## config.mk

```make
export PLATFORM = sky130hd
export DESIGN_NAME = pipe_stage_reg
export DESIGN_NICKNAME = d
export VERILOG_FILES = /design/src/rtl/pipe_pkg.sv /design/src/rtl/pipe_skid_entry.sv /design/src/rtl/pipe_stage_reg.sv
export SDC_FILE = /design/constraint.sdc
export NUM_CORES = 1
export LEC_CHECK = 0
export CORE_MARGIN = 4
export CORE_UTILIZATION = 39
export CTS_CLUSTER_DIAMETER = 100
export DETAILED_ROUTE_END_ITERATION = 6
export GPL_ROUTABILITY_DRIVEN = 1
export PLACE_DENSITY_LB_ADDON = 0.08
export SYNTH_ARGS = -nofsm -noshare
export SYNTH_HDL_FRONTEND = slang
export SYNTH_HIERARCHICAL = 1
export SYNTH_SLANG_ARGS = --single-unit
```

## constraint.sdc

```tcl
create_clock -name clk -period 1.8 [get_ports clk]
set_clock_uncertainty 0.2 [all_clocks]
set_input_delay 0.54 -clock clk [delete_from_list [all_inputs] [get_ports clk]]
set_output_delay 0.54 -clock clk [all_outputs]
set_load 0.05 [all_outputs]
```

## src/rtl/pipe_pkg.sv

```systemverilog
// pipe_pkg: shared widths and field layouts for the inter-stage pipeline
// registers of the RISC-V core. Each stage boundary has its own CTRL/DATA
// width pair, so one pipe_stage_reg can be instanced per boundary.
package pipe_pkg;

  // EX/MEM: memtoreg, regwrite, memread, memwrite, memop | alu_out, rs2, rd
  localparam int EX_MEM_CTRL_W = 5;
  localparam int EX_MEM_DATA_W = 69;

  // ID/EX: alusrc, aluop[1:0], regdst + the EX/MEM controls | pc, rs1, rs2, imm-side regs
  localparam int ID_EX_CTRL_W  = 9;
  localparam int ID_EX_DATA_W  = 111;

  // MEM/WB: memtoreg, regwrite | alu_out, mem_rdata, rd
  localparam int MEM_WB_CTRL_W = 2;
  localparam int MEM_WB_DATA_W = 69;

  typedef struct packed {
    logic memtoreg;
    logic regwrite;
    logic memread;
    logic memwrite;
    logic memop;
  } ex_mem_ctrl_t;

  typedef struct packed {
    logic [31:0] alu_out;
    logic [31:0] rs2;
    logic [4:0]  rd;
  } ex_mem_data_t;

endpackage

```

## src/rtl/pipe_skid_entry.sv

```systemverilog
// pipe_skid_entry: one storage slot of a pipeline stage (valid + ctrl + data).
// Ports:
//   clk, rst_n         clock, async active-low reset
//   i_load             capture i_ctrl/i_data and mark the slot valid
//   i_clear            mark the slot empty (wins over i_load); payload kept
//   i_ctrl, i_data     payload to capture
//   o_valid, o_ctrl, o_data  stored slot contents
module pipe_skid_entry
  import pipe_pkg::*;
#(
  parameter int CTRL_W = EX_MEM_CTRL_W,
  parameter int DATA_W = EX_MEM_DATA_W
) (
  input  logic              clk,
  input  logic              rst_n,
  input  logic              i_load,
  input  logic              i_clear,
  input  logic [CTRL_W-1:0] i_ctrl,
  input  logic [DATA_W-1:0] i_data,
  output logic              o_valid,
  output logic [CTRL_W-1:0] o_ctrl,
  output logic [DATA_W-1:0] o_data
);

  logic              r_valid;
  logic [CTRL_W-1:0] r_ctrl;
  logic [DATA_W-1:0] r_data;

  // Clearing only drops the valid bit: the payload is don't-care while empty
  // and leaving it alone saves enable fan-out on the wide data field.
  always_ff @(posedge clk or negedge rst_n) begin
    if (!rst_n) begin
      r_valid <= 1'b0;
      r_ctrl  <= '0;
      r_data  <= '0;
    end else if (i_clear) begin
      r_valid <= 1'b0;
    end else if (i_load) begin
      r_valid <= 1'b1;
      r_ctrl  <= i_ctrl;
      r_data  <= i_data;
    end
  end

  assign o_valid = r_valid;
  assign o_ctrl  = r_ctrl;
  assign o_data  = r_data;

endmodule

```

## src/rtl/pipe_stage_reg.sv

```systemverilog
// pipe_stage_reg: flow-controlled pipeline stage register with flush and a
// saturating stall-cycle counter.
// Build option: define PIPE_STAGE_SKID_EN for a two-entry skid buffer whose
// in_ready comes from a flop (cuts the ready path between stages); without it
// the stage is a single entry with in_ready combinational from out_ready.
// Ports:
//   clk, rst_n                      clock, async active-low reset
//   in_valid, in_ready              upstream handshake
//   in_ctrl, in_data                upstream payload
//   flush                           drop stage contents and the incoming beat
//   out_valid, out_ready            downstream handshake
//   out_ctrl                        stored ctrl, zero whenever out_valid=0
//   out_data                        stored data
//   stall_cnt                       saturating count of out_valid && !out_ready cycles
module pipe_stage_reg
  import pipe_pkg::*;
#(
  parameter int CTRL_W = EX_MEM_CTRL_W,
  parameter int DATA_W = EX_MEM_DATA_W,
  parameter int CNT_W  = 16
) (
  input  logic              clk,
  input  logic              rst_n,
  input  logic              in_valid,
  output logic              in_ready,
  input  logic [CTRL_W-1:0] in_ctrl,
  input  logic [DATA_W-1:0] in_data,
  input  logic              flush,
  output logic              out_valid,
  input  logic              out_ready,
  output logic [CTRL_W-1:0] out_ctrl,
  output logic [DATA_W-1:0] out_data,
  output logic [CNT_W-1:0]  stall_cnt
);

  logic              w_accept;
  logic              w_consume;
  logic              w_main_load;
  logic              w_main_clear;
  logic              w_main_valid;
  logic [CTRL_W-1:0] w_main_ctrl;
  logic [DATA_W-1:0] w_main_data;
  logic [CTRL_W-1:0] w_main_in_ctrl;
  logic [DATA_W-1:0] w_main_in_data;
  logic [CNT_W-1:0]  r_stall_cnt;

  assign w_accept  = in_valid && in_ready;
  assign w_consume = w_main_valid && out_ready;

`ifdef PIPE_STAGE_SKID_EN
  logic              w_skid_load;
  logic              w_skid_clear;
  logic              w_skid_valid;
  logic [CTRL_W-1:0] w_skid_ctrl;
  logic [DATA_W-1:0] w_skid_data;

  // Ready depends only on the skid flop (plus flush, which always lets
  // upstream advance since the presented beat is discarded anyway).
  assign in_ready = !w_skid_valid || flush;

  // A beat arriving while main is full and not draining parks in the skid slot.
  assign w_skid_load  = w_accept && !flush && w_main_valid && !out_ready;
  assign w_skid_clear = flush || w_consume;

  // Main refills from skid first (FIFO order), else straight from upstream.
  assign w_main_load  = !flush &&
                        ((w_consume && w_skid_valid) ||
                         (w_accept && (!w_main_valid || out_ready)));
  assign w_main_clear = flush || (w_consume && !w_skid_valid && !w_accept);

  assign w_main_in_ctrl = w_skid_valid ? w_skid_ctrl : in_ctrl;
  assign w_main_in_data = w_skid_valid ? w_skid_data : in_data;

  pipe_skid_entry #(
    .CTRL_W (CTRL_W),
    .DATA_W (DATA_W)
  ) u_skid (
    .clk     (clk),
    .rst_n   (rst_n),
    .i_load  (w_skid_load),
    .i_clear (w_skid_clear),
    .i_ctrl  (in_ctrl),
    .i_data  (in_data),
    .o_valid (w_skid_valid),
    .o_ctrl  (w_skid_ctrl),
    .o_data  (w_skid_data)
  );
`else
  // A full stage can still take a beat when the held one leaves this cycle.
  assign in_ready = !w_main_valid || out_ready || flush;

  assign w_main_load    = w_accept && !flush;
  assign w_main_clear   = flush || (w_consume && !w_accept);
  assign w_main_in_ctrl = in_ctrl;
  assign w_main_in_data = in_data;
`endif

  pipe_skid_entry #(
    .CTRL_W (CTRL_W),
    .DATA_W (DATA_W)
  ) u_main (
    .clk     (clk),
    .rst_n   (rst_n),
    .i_load  (w_main_load),
    .i_clear (w_main_clear),
    .i_ctrl  (w_main_in_ctrl),
    .i_data  (w_main_in_data),
    .o_valid (w_main_valid),
    .o_ctrl  (w_main_ctrl),
    .o_data  (w_main_data)
  );

  // Saturating; flush does not clear it so stall history survives bubbles.
  always_ff @(posedge clk or negedge rst_n) begin
    if (!rst_n) begin
      r_stall_cnt <= '0;
    end else if (w_main_valid && !out_ready && (r_stall_cnt != {CNT_W{1'b1}})) begin
      r_stall_cnt <= r_stall_cnt + CNT_W'(1);
    end
  end

  assign out_valid = w_main_valid;
  // Gate ctrl so an empty stage never asserts regwrite/memwrite downstream.
  assign out_ctrl  = w_main_ctrl & {CTRL_W{w_main_valid}};
  assign out_data  = w_main_data;
  assign stall_cnt = r_stall_cnt;

endmodule

```

==> results.cfg, run 1 <==
[outcome]
status = finished with violations
violations = setup timing

[flow_run]
maxCapViolations = 0

[pwr]
sw_frac_of_total = 0.366
irDropWorstVdd_uv = 670
p_clk_frac = 0.140
p_leak_nw = 3.48
combPwrFrac = 0.519
p_sw_mw = 3.15
p_per_area_nw_per_um2 = 1110
pwr-share-seq = 0.340
p_int_mw = 5.45

[detailed_routing]
viasPerCell = 4.68
postRouteAntennaNets = 0
drtPass1Iterations = 4
drt_iter0_markers = 70
drt_wl_total_um = 10900
drc = 0
avgRoutedWirePerCell_um = 17.7
num_vias = 2875

[placed_design]
portBuffers = 170
place_congestion = 0.793
place.detailed.hpwl_um = 7980
placed_cells = 576

[floorplanning]
fp.dieW_um = 110
ioPinCount = 171
coreArea_um2 = 9910
dieArea_um2 = 12100
rows = 36
start_util = 0.408
die_y_um = 110

[global_routing]
grt_pass1_vias = 3068
grt_max_degree = 39
antenna_found_initial = 1
track_usage = 0.179
grt_overflow_total = 0
grt_pass1_wl_um = 16400

[timing]
fin_crit_sh = 1.13
finalWorstSetupSlack_ns = -0.229
slew_headroom = 0.786
setup_viol = 84
rsz0062_at_grt = true
max_freq_ghz = 0.493
slew_violations = 0
whs_ns = 0.309
worst_slew_pin_slew_ns = 0.319
finalHoldViolations = 0
min_period_ns = 2.03
final.setup.tns_ns = -15.18

[min_path]
min_path_type = flop to flop

[worst_setup_path]
cp_max_fo = 2
required_ns = 1.06
path_class = flop to output pin
end_kind = output pin
worst_setup_path_start_kind = flop
cp_data_arrival_time_ns = 1.29

[synth]
synth_top_area_cell = dfrtp_1
synth_cell_types = 36
yosysSeqAreaShare = 0.563
syn-cell-area_um2 = 4040
ys_top_cells_by_area = dfrtp_1, mux2_4, mux2_2
syn_nets = 326
ys_warn_count = 6
synth_ff_type = dfrtp_1
synthArstFlopShare = 1.00
synth-seq-cells = 91
synth_top_area_share = 0.563
synth_edf_count = 0
syn_avg_cell_area_um2 = 16.4
postSynthCellCount = 246

[cells_and_area]
diodes = 0
layout.nets = 559
syn_to_final_growth_pct = 91.9
final_cell_mix = buf_12, mux2_4, clkdlybuf4s50_1, dfrtp_1, buf_4
drive_gt1_frac = 0.601
nFillCells = 584
stdcell_count = 614
mostFrequentLayoutCell = buf_12

[clocking]
cts.clk_slew.worst_paths_ns = 0.08
cts.sinks = 91
htree_levels = 3
clockRootBuffer = clkbuf_8
insertion_delay_ns = 0.35
clock_path_buffers = 2
cts_tree = done
cts_buffers = 9
-- power by group through the flow --
stage / Sequential [mW] / Combinational, mW / Clock [mW]
global placement: 2.95 / 4.17 / 0
global route: 2.98 / 4.61 / 1.37
detailed placement: 2.97 / 4.21 / 0
floorplan: 4.13 / 0.716 / 0
CTS: 2.95 / 4.34 / 1.26
finish: 2.93 / 4.47 / 1.21
-- cell usage after synthesis (2+ instances only) --
library cell and instances:
a211oi_1 3, a21oi_1 4, and2_1 5, buf_12 7
buf_4 2, dfrtp_1 91, inv_1 3, mux2_1 3
mux2_2 14, mux2_4 60, nand2_1 8, nand2b_1 3
nand3_1 4, nor2_1 4, nor3_1 2, nor4_2 2
xnor2_1 3, xor2_1 10
-- area by class of cell --
class | instances | area [um2] | area share
timing repair buffer | 232 | 3290 | 0.424
sequential | 91 | 2300 | 0.296
multi-input combinational | 142 | 1830 | 0.236
tap | 133 | 166 | 0.0215
clock buffer | 13 | 159 | 0.0205
inverter | 3 | 11.3 | 0.00145
-- per-stage QoR --
step	area, um2	setup slack (ns)	utilization	power (mW)
after global placement	7110	-0.790	0.718	7.12
after CTS	7520	-0.256	0.758	8.55
after floorplan	4130	-0.295	-	4.84
after detailed placement	7110	-0.837	0.718	7.18
final	7750	-0.229	0.782	8.61
after global routing	7750	-0.301	0.782	8.96
-- flip-flops by register name, indices dropped and copies added (netlist names) --
name / count
stall_cnt: 16
u_main/o_ctrl: 5
u_main/o_data: 69
u_main/o_valid: 1
-- final timing paths --
kind                            cells past startpoint                end  slack [ns]             start
worst max-delay path                                4           in_ready       -0.23    u_main/o_valid
worst min-delay path                                1   u_main/o_ctrl[3]        0.31  u_main/o_ctrl[3]
worst max register to register                      6  u_main/o_data[38]       -0.22    u_main/o_valid
worst min register to register                      1   u_main/o_ctrl[3]        0.31  u_main/o_ctrl[3]
max in group asynchronous                           3       stall_cnt[3]        0.47             rst_n
min in group asynchronous                           2  u_main/o_data[16]        0.41             rst_n
-- layer usage --
| layer | GRT usage | up-vias | share of wire |
|---|---|---|---|
| li1 | - | 1324 | - |
| met1 | 0.231 | 1433 | 0.41 |
| met2 | 0.278 | 104 | 0.48 |
| met3 | 0.0605 | 12 | 0.088 |
| met4 | 0.0668 | 2 | 0.013 |
| met5 | 0 | - | 0.00064 |
-- repair_timing --
item,in CTS,in global routing
gates cloned,1,1
setup endpoints to repair,104,105
gates resized for setup,37,26
hold endpoints to repair,18,0
hold buffers,1,0
buffers inserted,11,12
pin swaps,1,12
-- worst max-delay path, cell delays in order, from the launching register on --
cell      delay [ns]
dfrtp_2         0.41
and2b_2         0.21
buf_6           0.12
nand2b_4        0.06
buf_12          0.13
-- kinds of logic (layout without fill, tap and decap cells) --
family	count (synthesis)	count (layout)	synth area share
adders and majority gates	1	1	0.00310
buffers and inverters	13	248	0.0440
AOI/OAI and AO/OA	10	10	0.0183
xor gates and xnor gates	13	13	0.0282
muxes	77	77	0.270
and+or+nand+nor	41	41	0.0728
DFF	91	91	0.563
(Power assumes the default switching activity.)
==> run 2, diff against run 1 <==
Settings changed: CELL_PAD_IN_SITES_DETAIL_PLACEMENT from default to 1, CELL_PAD_IN_SITES_GLOBAL_PLACEMENT from default to 1, CORE_UTILIZATION 39 to 31.
==> run 2 against run 1 <==
The run ends with hold timing, setup timing left. Register-to-register slack about the same. Via count up 2.7%. Final cell count up 6.8%. First-iteration DRC count up 67%. Total power up 9.6%. Utilization down 15 points. Wire length up 20%. Fmax down 0.34%. Sequential cell count unchanged. Non-clock buffer count unchanged. Critical path type unchanged. Critical endpoint unchanged. Largest cell class unchanged.
==> results.cfg, run 2 (synthesis results as in run 1) <==
[outcome]
status = finished with violations
violations = hold timing, setup timing

[detailed_routing]
drt_iter0_markers = 117
drtPass1Iterations = 4
postRouteAntennaNets = 0
num_vias = 2953
avgRoutedWirePerCell_um = 19.9
drc = 0
viasPerCell = 4.50
drt_wl_total_um = 13000

[pwr]
p_leak_nw = 3.54
irDropWorstVdd_uv = 1070
p_per_area_nw_per_um2 = 1190
power.total_mw = 9.43

[floorplanning]
dieArea_um2 = 14900
die_y_um = 122
coreArea_um2 = 12700
ioPinCount = 171
fp.dieW_um = 122
rows = 41
start_util = 0.319

[timing]
min_period_ns = 2.04
whs_ns = -0.00477
slew_violations = 0
max_freq_ghz = 0.491
finalHoldViolations = 1
worst_slew_pin_slew_ns = 0.436
slew_headroom = 0.709
fin_crit_sh = 1.13
setup_viol = 81
rsz0062_at_grt = true
finalWorstSetupSlack_ns = -0.235

[worst_setup_path]
end_kind = output pin
cp_max_fo = 2
cp_data_arrival_time_ns = 1.30
worst_setup_path_start_kind = flop
required_ns = 1.06
path_class = flop to output pin

[global_routing]
grt_overflow_total = 0
grt_max_degree = 59
track_usage = 0.175
antenna_found_initial = 0
grt_pass1_wl_um = 19400
grt_pass1_vias = 3275

[placed_design]
placed_area_um2 = 7080
post-place-ws_ns = -0.919
portBuffers = 170
place.detailed.hpwl_um = 8610
place_congestion = 0.726

[clocking]
cts.sinks = 91
cts_buffers = 9
htree_levels = 3
hold_buffers = 0
clockRootBuffer = clkbuf_16
insertion_delay_ns = 0.35
cts.clk_slew.worst_paths_ns = 0.07
clock_path_buffers = 2
cts_tree = done

[cells_and_area]
largest_register_ff_count = 69
diodes = 0
drive_gt1_frac = 0.601
final_area_um2 = 7950
mostFrequentLayoutCell = buf_12
layout.nets = 559
final_cell_mix = buf_12, clkdlybuf4s50_1, dfrtp_1
syn_to_final_growth_pct = 96.7

[flow_run]
maxCapViolations = 0

[min_path]
min_path_type = input pin to asynchronous set/reset pin
-- run 2: per-stage QoR --
stage,utilization,setup TNS [ns],cells
finish,0.628,-14.96,656
global route,0.628,-19.67,656
CTS,0.617,-16.35,645
detailed placement,0.559,-73.23,611
global placement,0.559,-69.17,611
floorplan,-,-20.94,246
-- run 2: worst max-delay path, stage by stage, from the launching register on --
cell	delay, ns
dfrtp_2	0.40
and2b_2	0.22
buf_6	0.13
nand2b_4	0.07
buf_12	0.13
-- run 2: layout make-up --
| class | count | area, um2 |
|---|---|---|
| fillers | 1166 | 4720 |
| repair buffers | 232 | 3340 |
| flip-flops and latches | 91 | 2300 |
| multi-input cells | 142 | 1770 |
| clock buffers | 10 | 229 |
| well taps | 172 | 215 |
| clock inverters | 6 | 88.8 |
| inverters | 3 | 11.3 |
-- run 2: what timing repair did --
item	CTS	global route
gates cloned	5	1
setup endpoints to repair	104	106
resized for setup	49	11
pin swaps	5	8
setup buffers	15	11
-- run 2: layer usage --
layer  vias to the layer above  track usage  part of all wire
met4                         0       0.0595             0.014
met1                      1505        0.216              0.41
li1                       1328            -                 -
met5                         -            0                 0
met3                        12       0.0566             0.077
met2                       108        0.290              0.50
-- run 2: worst paths after layout --
check | startpoint | to | slack (ns) | depth (start not counted)
setup reg to reg | u_main/o_valid | u_main/o_data[37] | -0.23 | 7
setup / recovery | u_main/o_valid | in_ready | -0.24 | 4
hold reg to reg | u_main/o_ctrl[2] | u_main/o_ctrl[2] | 0.31 | 1
min in group clk | u_main/o_ctrl[2] | u_main/o_ctrl[2] | 0.31 | 1
max in group asynchronous | rst_n | u_main/o_data[1] | 1.03 | 2
hold / removal | rst_n | u_main/o_data[64] | -0.005 | 2
-- run 2: power breakdown --
| group | total [mW] | internal (mW) | leakage (nW) | switching [mW] |
|---|---|---|---|---|
| Sequential | 2.95 | 2.47 | 1.07 | 0.485 |
| Combinational | 4.45 | 2.40 | 2.32 | 2.05 |
| Clock | 2.03 | 1.22 | 0.149 | 0.814 |
| Total | 9.43 | 6.08 | 3.54 | 3.35 |
==> run 3, diff against run 2 <==
--- a/config.mk
+++ b/config.mk
@@ -15,2 +15,3 @@
 export PLACE_DENSITY_LB_ADDON = 0.08
+export RECOVER_POWER = 25
 export SYNTH_ARGS = -nofsm -noshare
--- a/constraint.sdc
+++ b/constraint.sdc
@@ -4,2 +4,2 @@
 set_output_delay 0.54 -clock clk [all_outputs]
-set_load 0.05 [all_outputs]
+set_load 0.01 [all_outputs]
==> run 3 against run 2 <==
The flow finishes with violations (setup timing). Register-to-register slack hardly changed. Worst setup slack better by 0.0031 ns. Fmax is 0.15% higher. Final cell count is 0.91% lower. Die area stayed put. Hold slack better by 0.31 ns. Global-route usage is 1.8 points lower. Combinational power is 55% lower. Via count is 2.6% lower. Clock power is 7% lower.
==> results.cfg, run 3 (synthesis results as in run 1) <==
[global_routing]
grt_overflow_total = 0
grt_max_degree = 92
antenna_found_initial = 0
grt_pass1_wl_um = 18000
track_usage = 0.158
grt_pass1_vias = 3169

[pwr]
sw_frac_of_total = 0.272
p_per_area_nw_per_um2 = 975
combPwrFrac = 0.305
p_int_mw = 4.80
irDropWorstVdd_uv = 411
p_leak_nw = 3.10
p_clk_frac = 0.287
pwr-share-seq = 0.408
p_sw_mw = 1.79

[detailed_routing]
num_vias = 2876
viasPerCell = 4.42
drtPass1Iterations = 4
drt_iter0_markers = 68
postRouteAntennaNets = 0
drc = 0
drt_wl_total_um = 11700
avgRoutedWirePerCell_um = 18.0

[cells_and_area]
largest_register_ff_count = 69
mostFrequentLayoutCell = dfrtp_1
final_area_um2 = 6760
drive_gt1_frac = 0.395
syn_to_final_growth_pct = 67.2
diodes = 0
layout.nets = 554
nFillCells = 1297
final_cell_mix = dfrtp_1, clkdlybuf4s50_1, mux2_4

[worst_setup_path]
path_cells = buf_4 -> and2_1 -> dlygate4sd2_1
cp_slowest_stage_delay_ns = 0.38
rrSetupSlack_ns = -0.22
required_ns = 1.06
cp_max_fo = 9
cp_data_arrival_time_ns = 1.29
cp_slowest_cell = dfrtp_1
path_class = flop to output pin
worst_r2r_endpoint = u_main/o_data[52]
rr_worst_depth = 7
end_kind = output pin
crit_buf_inv = 2
worst_setup_path_start_kind = flop
rr_startpoint = u_main/o_valid
path_delay_family = buffers and inverters

[floorplanning]
rows = 41
fp.dieW_um = 122
start_util = 0.319
ioPinCount = 171
die_y_um = 122
coreArea_um2 = 12700
dieArea_um2 = 14900

[clocking]
clockRootBuffer = clkbuf_16
cts_buffers = 9
cts.sinks = 91
clock_path_buffers = 2
cts_tree = done
cts.clk_slew.worst_paths_ns = 0.07
htree_levels = 3
insertion_delay_ns = 0.34

[outcome]
status = finished with violations
violations = setup timing

[timing]
final.setup.tns_ns = -14.75
finalWorstSetupSlack_ns = -0.232
rsz0062_at_grt = true
max_freq_ghz = 0.492
min_period_ns = 2.03
finalHoldViolations = 0
slew_violations = 0
fin_crit_sh = 1.13
setup_viol = 81
slew_headroom = 0.210
worst_slew_pin_slew_ns = 1.19

[placed_design]
place_congestion = 0.723
place.detailed.hpwl_um = 7940
portBuffers = 170
placed_area_um2 = 6160
post-place-ws_ns = -0.841

[min_path]
hp-start = u_main/o_data[3]
min_path_type = flop to flop
whs_path_depth = 1
hold_path_end = u_main/o_data[3]

[flow_run]
maxCapViolations = 0
## run 3: layout make-up
type	instances	area, um2	area share
Inverter	3	11.3	0.00167
Clock inverter	4	51.3	0.00759
Multi-Input combinational cell	142	1740	0.257
Clock buffer	11	243	0.0359
Timing Repair Buffer	227	2210	0.328
Sequential cell	91	2280	0.338
Tap cell	172	215	0.0318
## run 3: through the flow
step / utilization / std cells / hold WS (ns) / total power [mW]
global route: 0.533 / 650 / 0.315 / 6.95
detailed placement: 0.486 / 612 / 0.289 / 4.88
CTS: 0.525 / 645 / 0.0676 / 6.62
global placement: 0.486 / 612 / 0.283 / 4.84
finish: 0.533 / 650 / 0.304 / 6.59
floorplan: - / 246 / 0.0444 / 3.59
## run 3: power by group through the flow
stage	sequential, mW	clock, mW	combinational (mW)
after floorplan	2.93	0	0.666
after global placement	2.73	0	2.11
after detailed placement	2.74	0	2.14
after CTS	2.69	1.97	1.97
after global routing	2.75	2.06	2.15
final	2.69	1.89	2.01
## run 3: timing repair
item,CTS,global route
hold buffers,0,0
cloned,3,1
hold endpoints to repair,0,0
pin swaps,1,5
buffers inserted,17,6
gates resized for setup,149,38
endpoints found under the setup margin,179,109
## run 3: per-layer routing
metal | vias to the layer above | global-route usage | wire, um
met3 | 17 | 0.0422 | 760
met4 | 0 | 0.0672 | 257
met5 | - | 0 | 0
li1 | 1323 | - | -
met2 | 100 | 0.252 | 5730
met1 | 1436 | 0.201 | 4950
## run 3: worst reg2reg max path: stages, from the launching register on
cell and delay (ns):
dfrtp_1 0.38, and2b_2 0.22, nor3b_4 0.19, nor2b_4 0.21, buf_12 0.13, buf_8 0.12, clkbuf_16 0.16, mux2_4 0.29
## run 3: worst max-delay path by stage
stage / start / end / slack, ns / cells after the start
2_1_floorplan: out_ready / u_main/o_ctrl[0] / -0.26 / 6
3_3_place_gp: out_ready / in_ready / -0.79 / 4
3_5_place_dp: out_ready / u_main/o_data[9] / -0.84 / 7
4_1_cts: u_main/o_valid / u_main/o_data[48] / -0.30 / 8
5_1_grt: u_main/o_valid / u_main/o_data[24] / -0.31 / 7
6_report: u_main/o_valid / out_ctrl[2] / -0.23 / 3
==> RTL edit 1 (flow settings as in run 2) <==
Set the package constant `EX_MEM_CTRL_W` to 10 (it was 5).
--- a/src/rtl/pipe_pkg.sv
+++ b/src/rtl/pipe_pkg.sv
@@ -4,7 +4,7 @@
 package pipe_pkg;
 
   // EX/MEM: memtoreg, regwrite, memread, memwrite, memop | alu_out, rs2, rd
-  localparam int EX_MEM_CTRL_W = 5;
+  localparam int EX_MEM_CTRL_W = 10;
   localparam int EX_MEM_DATA_W = 69;
 
   // ID/EX: alusrc, aluop[1:0], regdst + the EX/MEM controls | pc, rs1, rs2, imm-side regs
Interface: changed (resized in_ctrl and out_ctrl); port bits go from 171 to 181. No check against the original RTL was run, so the function may have changed too.
==> RTL edit 1 against run 2 <==
The run ends with negative setup slack left. Sequential cell count up 5. Total power increased by 3.3%. Sequential power rose by 4%. Area after synthesis is 1.9% lower. Routed wire length grew 12%. Cell area grew 8.0%. Combinational power rose by 6.7%. Count of clock-buffer cells in the layout increased by 1. Setup slack lost 0.013 ns.
==> RTL edit 1: results <==
{
  "clkTransAtPathRegs_ns": 0.07,
  "n_fill_cell": 1101,
  "routed_wl_mm": 14.6,
  "grt_pass1_wl_mm": 21.6,
  "seq_area_frac_synth_pct": 60.6,
  "setup_viol": 100,
  "syn-num-nets": 343,
  "worst_ir_drop_vdd_mv": 0.752,
  "dp_hpwl_mm": 9.04,
  "whs_endpoint": "u_main/o_ctrl[0]",
  "synthArstFlopShare_pct": 100,
  "drtIter0Drc": 111,
  "p_seq_uw": 3070,
  "synth_cell_types": 34,
  "io_buffers": 180,
  "power_frac_clock_pct": 19.7,
  "dp_slack_ns": -0.921,
  "cpPeakStageDelay_ns": 0.41,
  "hold_class": "flip-flop to flip-flop",
  "cts_buffers": 9,
  "crit_family": "buffers and inverters",
  "dr.pass1.iters": 4,
  "hold_slack_ns": 0.321,
  "crit_fanout": 6,
  "synth_warnings": 6,
  "p_int_uw": 6270,
  "htreeDepth": 3,
  "gp_congestion": 0.792,
  "endpoint": "out_ctrl[8]",
  "status": "finished, violations left",
  "critPathSlowestCell": "dfrtp_2",
  "r2r-end": "u_main/o_ctrl[9]",
  "vias": 3211,
  "grt_usage_pct": 19.5,
  "fin_nets": 605,
  "antenna_found_initial": 2,
  "ys_top_cells_by_count": "96 x dfrtp_1, 70 x mux2_2, 11 x mux2_4, 10 x and2_1, 10 x xor2_1",
  "detail_route.vias_per_cell": 4.61,
  "synthTopCellsByArea": "dfrtp_1 61%, mux2_2 20%, mux2_4 4.2%",
  "p_leak_uw": 0.00389,
  "tightest_slew_ns": 0.349,
  "grt_pass1_vias": 3639,
  "grt_max_degree": 56,
  "setup_ws_ns": -0.248,
  "numPlacedInstances": 637,
  "failed_checks": "negative setup slack",
  "drive_above_1_share_pct": 62.3,
  "reg2reg_slack_ns": -0.24,
  "syn_area_per_cell_um2": 15.4
}
RTL edit 1: area by class of cell:
cell class / count / area [µm²] / share of cell area (%)
multi-input cells: 151 / 1900 / 22.1
repair buffers: 261 / 3750 / 43.7
well taps: 172 / 215 / 2.51
inverters: 1 / 3.75 / 0.0437
flip-flops and latches: 96 / 2420 / 28.2
clock inverters: 5 / 56.3 / 0.656
clock buffers: 11 / 233 / 2.71
RTL edit 1: kinds of logic (layout without fill, tap and decap cells):
kind of cell | count (synthesis) | after routing | share of synthesized area (%)
DFF | 96 | 96 | 60.6
adders and majority gates | 1 | 1 | 0.316
xor gates and xnor gates | 12 | 12 | 2.65
and+or+nand+nor | 50 | 50 | 8.27
AOI/OAI and AO/OA | 7 | 7 | 1.77
buffers and inverters | 11 | 278 | 2.37
muxes | 81 | 81 | 24.0
RTL edit 1: stage by stage:
stage | utilization [%] | TNS, ns | area (µm²) | total power, µW
after floorplan | - | -22.89 | 4080 | 4900
after global placement | 58.2 | -75.73 | 7310 | 7290
after detailed placement | 58.2 | -77.58 | 7310 | 7370
after CTS | 67.2 | -22.52 | 8450 | 9710
after global routing | 68.3 | -26.50 | 8580 | 10100
final | 68.3 | -19.16 | 8580 | 9740
RTL edit 1: per-layer routing:
| layer | share of wire [%] | up-vias | track usage (%) |
|---|---|---|---|
| met5 | 0.18 | - | 0 |
| met4 | 3.1 | 4 | 8.22 |
| met3 | 8.2 | 33 | 7.27 |
| met2 | 49 | 130 | 31.8 |
| met1 | 39 | 1611 | 23.1 |
| li1 | - | 1433 | - |
RTL edit 1: what timing repair did:
item,in CTS,in global routing
cloned,8,2
hold buffers,1,0
buffers inserted,28,10
gates resized for setup,102,28
endpoints found under the setup margin,121,118
hold endpoints to repair,41,0
pin swaps,10,7
==> RTL edit 2 (settings of run 2) <==
Made on the original files. Make the reset (`rst_n`) synchronous in 2 clocked blocks. Comments in the files are not updated.
--- a/src/rtl/pipe_skid_entry.sv
+++ b/src/rtl/pipe_skid_entry.sv
@@ -28,7 +28,7 @@
 
   // Clearing only drops the valid bit: the payload is don't-care while empty
   // and leaving it alone saves enable fan-out on the wide data field.
-  always_ff @(posedge clk or negedge rst_n) begin
+  always_ff @(posedge clk) begin
     if (!rst_n) begin
       r_valid <= 1'b0;
       r_ctrl  <= '0;
--- a/src/rtl/pipe_stage_reg.sv
+++ b/src/rtl/pipe_stage_reg.sv
@@ -111,7 +111,7 @@
   );
 
   // Saturating; flush does not clear it so stall history survives bubbles.
-  always_ff @(posedge clk or negedge rst_n) begin
+  always_ff @(posedge clk) begin
     if (!rst_n) begin
       r_stall_cnt <= '0;
     end else if (w_main_valid && !out_ready && (r_stall_cnt != {CNT_W{1'b1}})) begin
Check against the original RTL: differs if rst_n is asserted again (counterexample within 4 cycles, from zero or initial values and one cycle with rst_n low); with rst_n held inactive, the same outputs for 10 cycles.
==> RTL edit 2 against run 2 <==
The flow finishes with violations (negative setup slack). Routed wire length up 13%. Setup slack better by 0.095 ns. Cell area down 1.1%. Critical path depth unchanged. Sequential share of layout area down 4.9 points. Register-to-register slack better by 0.10 ns. Die area down 1.2%. Highest routed layer unchanged. Largest cell class unchanged. Worst hold slack better by 0.27 ns. Sequential cell count unchanged. Area after synthesis down 1.3%.
Power is not compared: it rests on default switching activity, and its combinational part moved more than twofold at a synthesized area within 25%.
==> RTL edit 2: results <==
{
  "final_cells": 839,
  "grt_max_degree": 106,
  "drtIter0Drc": 160,
  "maxSlewHeadroom_pct": 71.6,
  "syn_area_per_cell_um2": 9.02,
  "synth_xor_area_share_pct": 0,
  "ys_top_cells_by_count": "161 x nand2_1, 91 x dfxtp_1, 77 x mux2i_1, 12 x buf_2, 11 x nor2_1",
  "grt_pass1_wl_mm": 22.9,
  "grt_usage_pct": 19.7,
  "drive_above_1_share_pct": 35.5,
  "cpPeakStageDelay_ns": 0.38,
  "gp_congestion": 0.808,
  "critPathSlowestCell": "dfxtp_4",
  "use_met2_pct": 35.3,
  "failed_checks": "negative setup slack",
  "seq_area_frac_synth_pct": 45.7,
  "n_fill_cell": 1333,
  "synth_mux_area_share_pct": 19.3,
  "synthArstFlopShare_pct": 0,
  "syn-num-nets": 522,
  "grtUsageMet1_pct": 22.3,
  "status": "finished, violations left",
  "fin_nets": 742,
  "dr.pass1.iters": 5,
  "synth_compound_area_share_pct": 4.64,
  "dp_slack_ns": -0.762,
  "grt_pass1_vias": 4387,
  "synthTopCellsByArea": "dfxtp_1 46%, mux2i_1 19%, nand2_1 15%",
  "setup_viol": 62,
  "synth_ff_type": "dfxtp_1",
  "setup_ws_ns": -0.141,
  "hold_class": "flip-flop to flip-flop",
  "postPlaceCellArea_um2": 7060,
  "synthAdderAreaFrac_pct": 0.314,
  "numPlacedInstances": 802,
  "fin_tns_setup_ns": -3.32,
  "crit_fanout": 4,
  "grt_util_met3_pct": 5.97
}
RTL edit 2: cell count changes after synthesis, sizes merged, moves of 4 or more:
cell    before  now
buf         10   25
mux2i        0   77
or4          0    4
mux2        77    0
o211ai       0    4
dfxtp        0   91
nor2         5   11
dfrtp       91    0
xor2        10    0
nand2        8  161
RTL edit 2: cells by family (layout without fill, tap and decap cells):
logic type               count (synthesis)  after routing
AO/OA/AOI/OAI                           26             26
adder cells (fa/ha/maj)                  1              1
buffers and inverters                   33            258
flip-flops                              91             91
multiplexers                            77             77
AND/OR/NAND/NOR                        214            214
RTL edit 2: cell type report:
cell class / instances / area (µm²) / area share [%]
timing repair buffer: 237 / 3340 / 42.5
clock inverter: 5 / 25.0 / 0.318
clock buffer: 11 / 264 / 3.36
inverter: 5 / 18.8 / 0.239
sequential: 91 / 1890 / 24.0
multi-input combinational: 318 / 2110 / 26.8
tap: 172 / 215 / 2.74
RTL edit 2: per-stage QoR:
stage	power (µW)	hold WS, ns	util, %
finish	4940	0.260	62.3
global route	5140	0.292	62.3
CTS	4980	0.264	61.0
detailed placement	3040	0.251	55.9
global placement	3020	0.238	55.9
floorplan	2550	0.230	-
RTL edit 2: critical path: cells and delay by family, from the launching register on:
| kind | cells | cell delay [ns] |
|---|---|---|
| simple gates | 2 | 0.22 |
| buf+inv | 2 | 0.26 |
| flops | 1 | 0.38 |
RTL edit 2: layer usage:
layer / vias to the layer above / part of all wire [%] / wire length [µm]
met5: - / 0 / 0
met4: 0 / 1.5 / 219
met3: 15 / 6.4 / 947
met2: 115 / 52 / 7720
met1: 1932 / 40 / 5890
li1: 1922 / - / -
RTL edit 2: path summary, 6_finish.rpt:
path                     from          endpoint  slack (ns)  depth (start not counted)
max reg2reg      stall_cnt[1]     stall_cnt[13]       -0.13                          4
min reg2reg  u_main/o_ctrl[2]  u_main/o_ctrl[2]        0.26                          2
max            u_main/o_valid          in_ready       -0.14                          4
min          u_main/o_ctrl[2]  u_main/o_ctrl[2]        0.26                          2
RTL edit 2: power breakdown:
part	leakage [µW]	internal, µW	total [µW]	switching, µW
Clock	0.000150	1050	1870	821
Combinational	0.00211	518	956	438
Sequential	0.000752	2050	2110	64.6
Total	0.00301	3620	4940	1320
RTL edit 2: repair_timing:
action                                  4_1_cts  5_1_grt
setup buffers                                17        6
pin swaps                                     1        8
endpoints found under the setup margin       94       92
resized for setup                            45       33
cloned                                        3        1
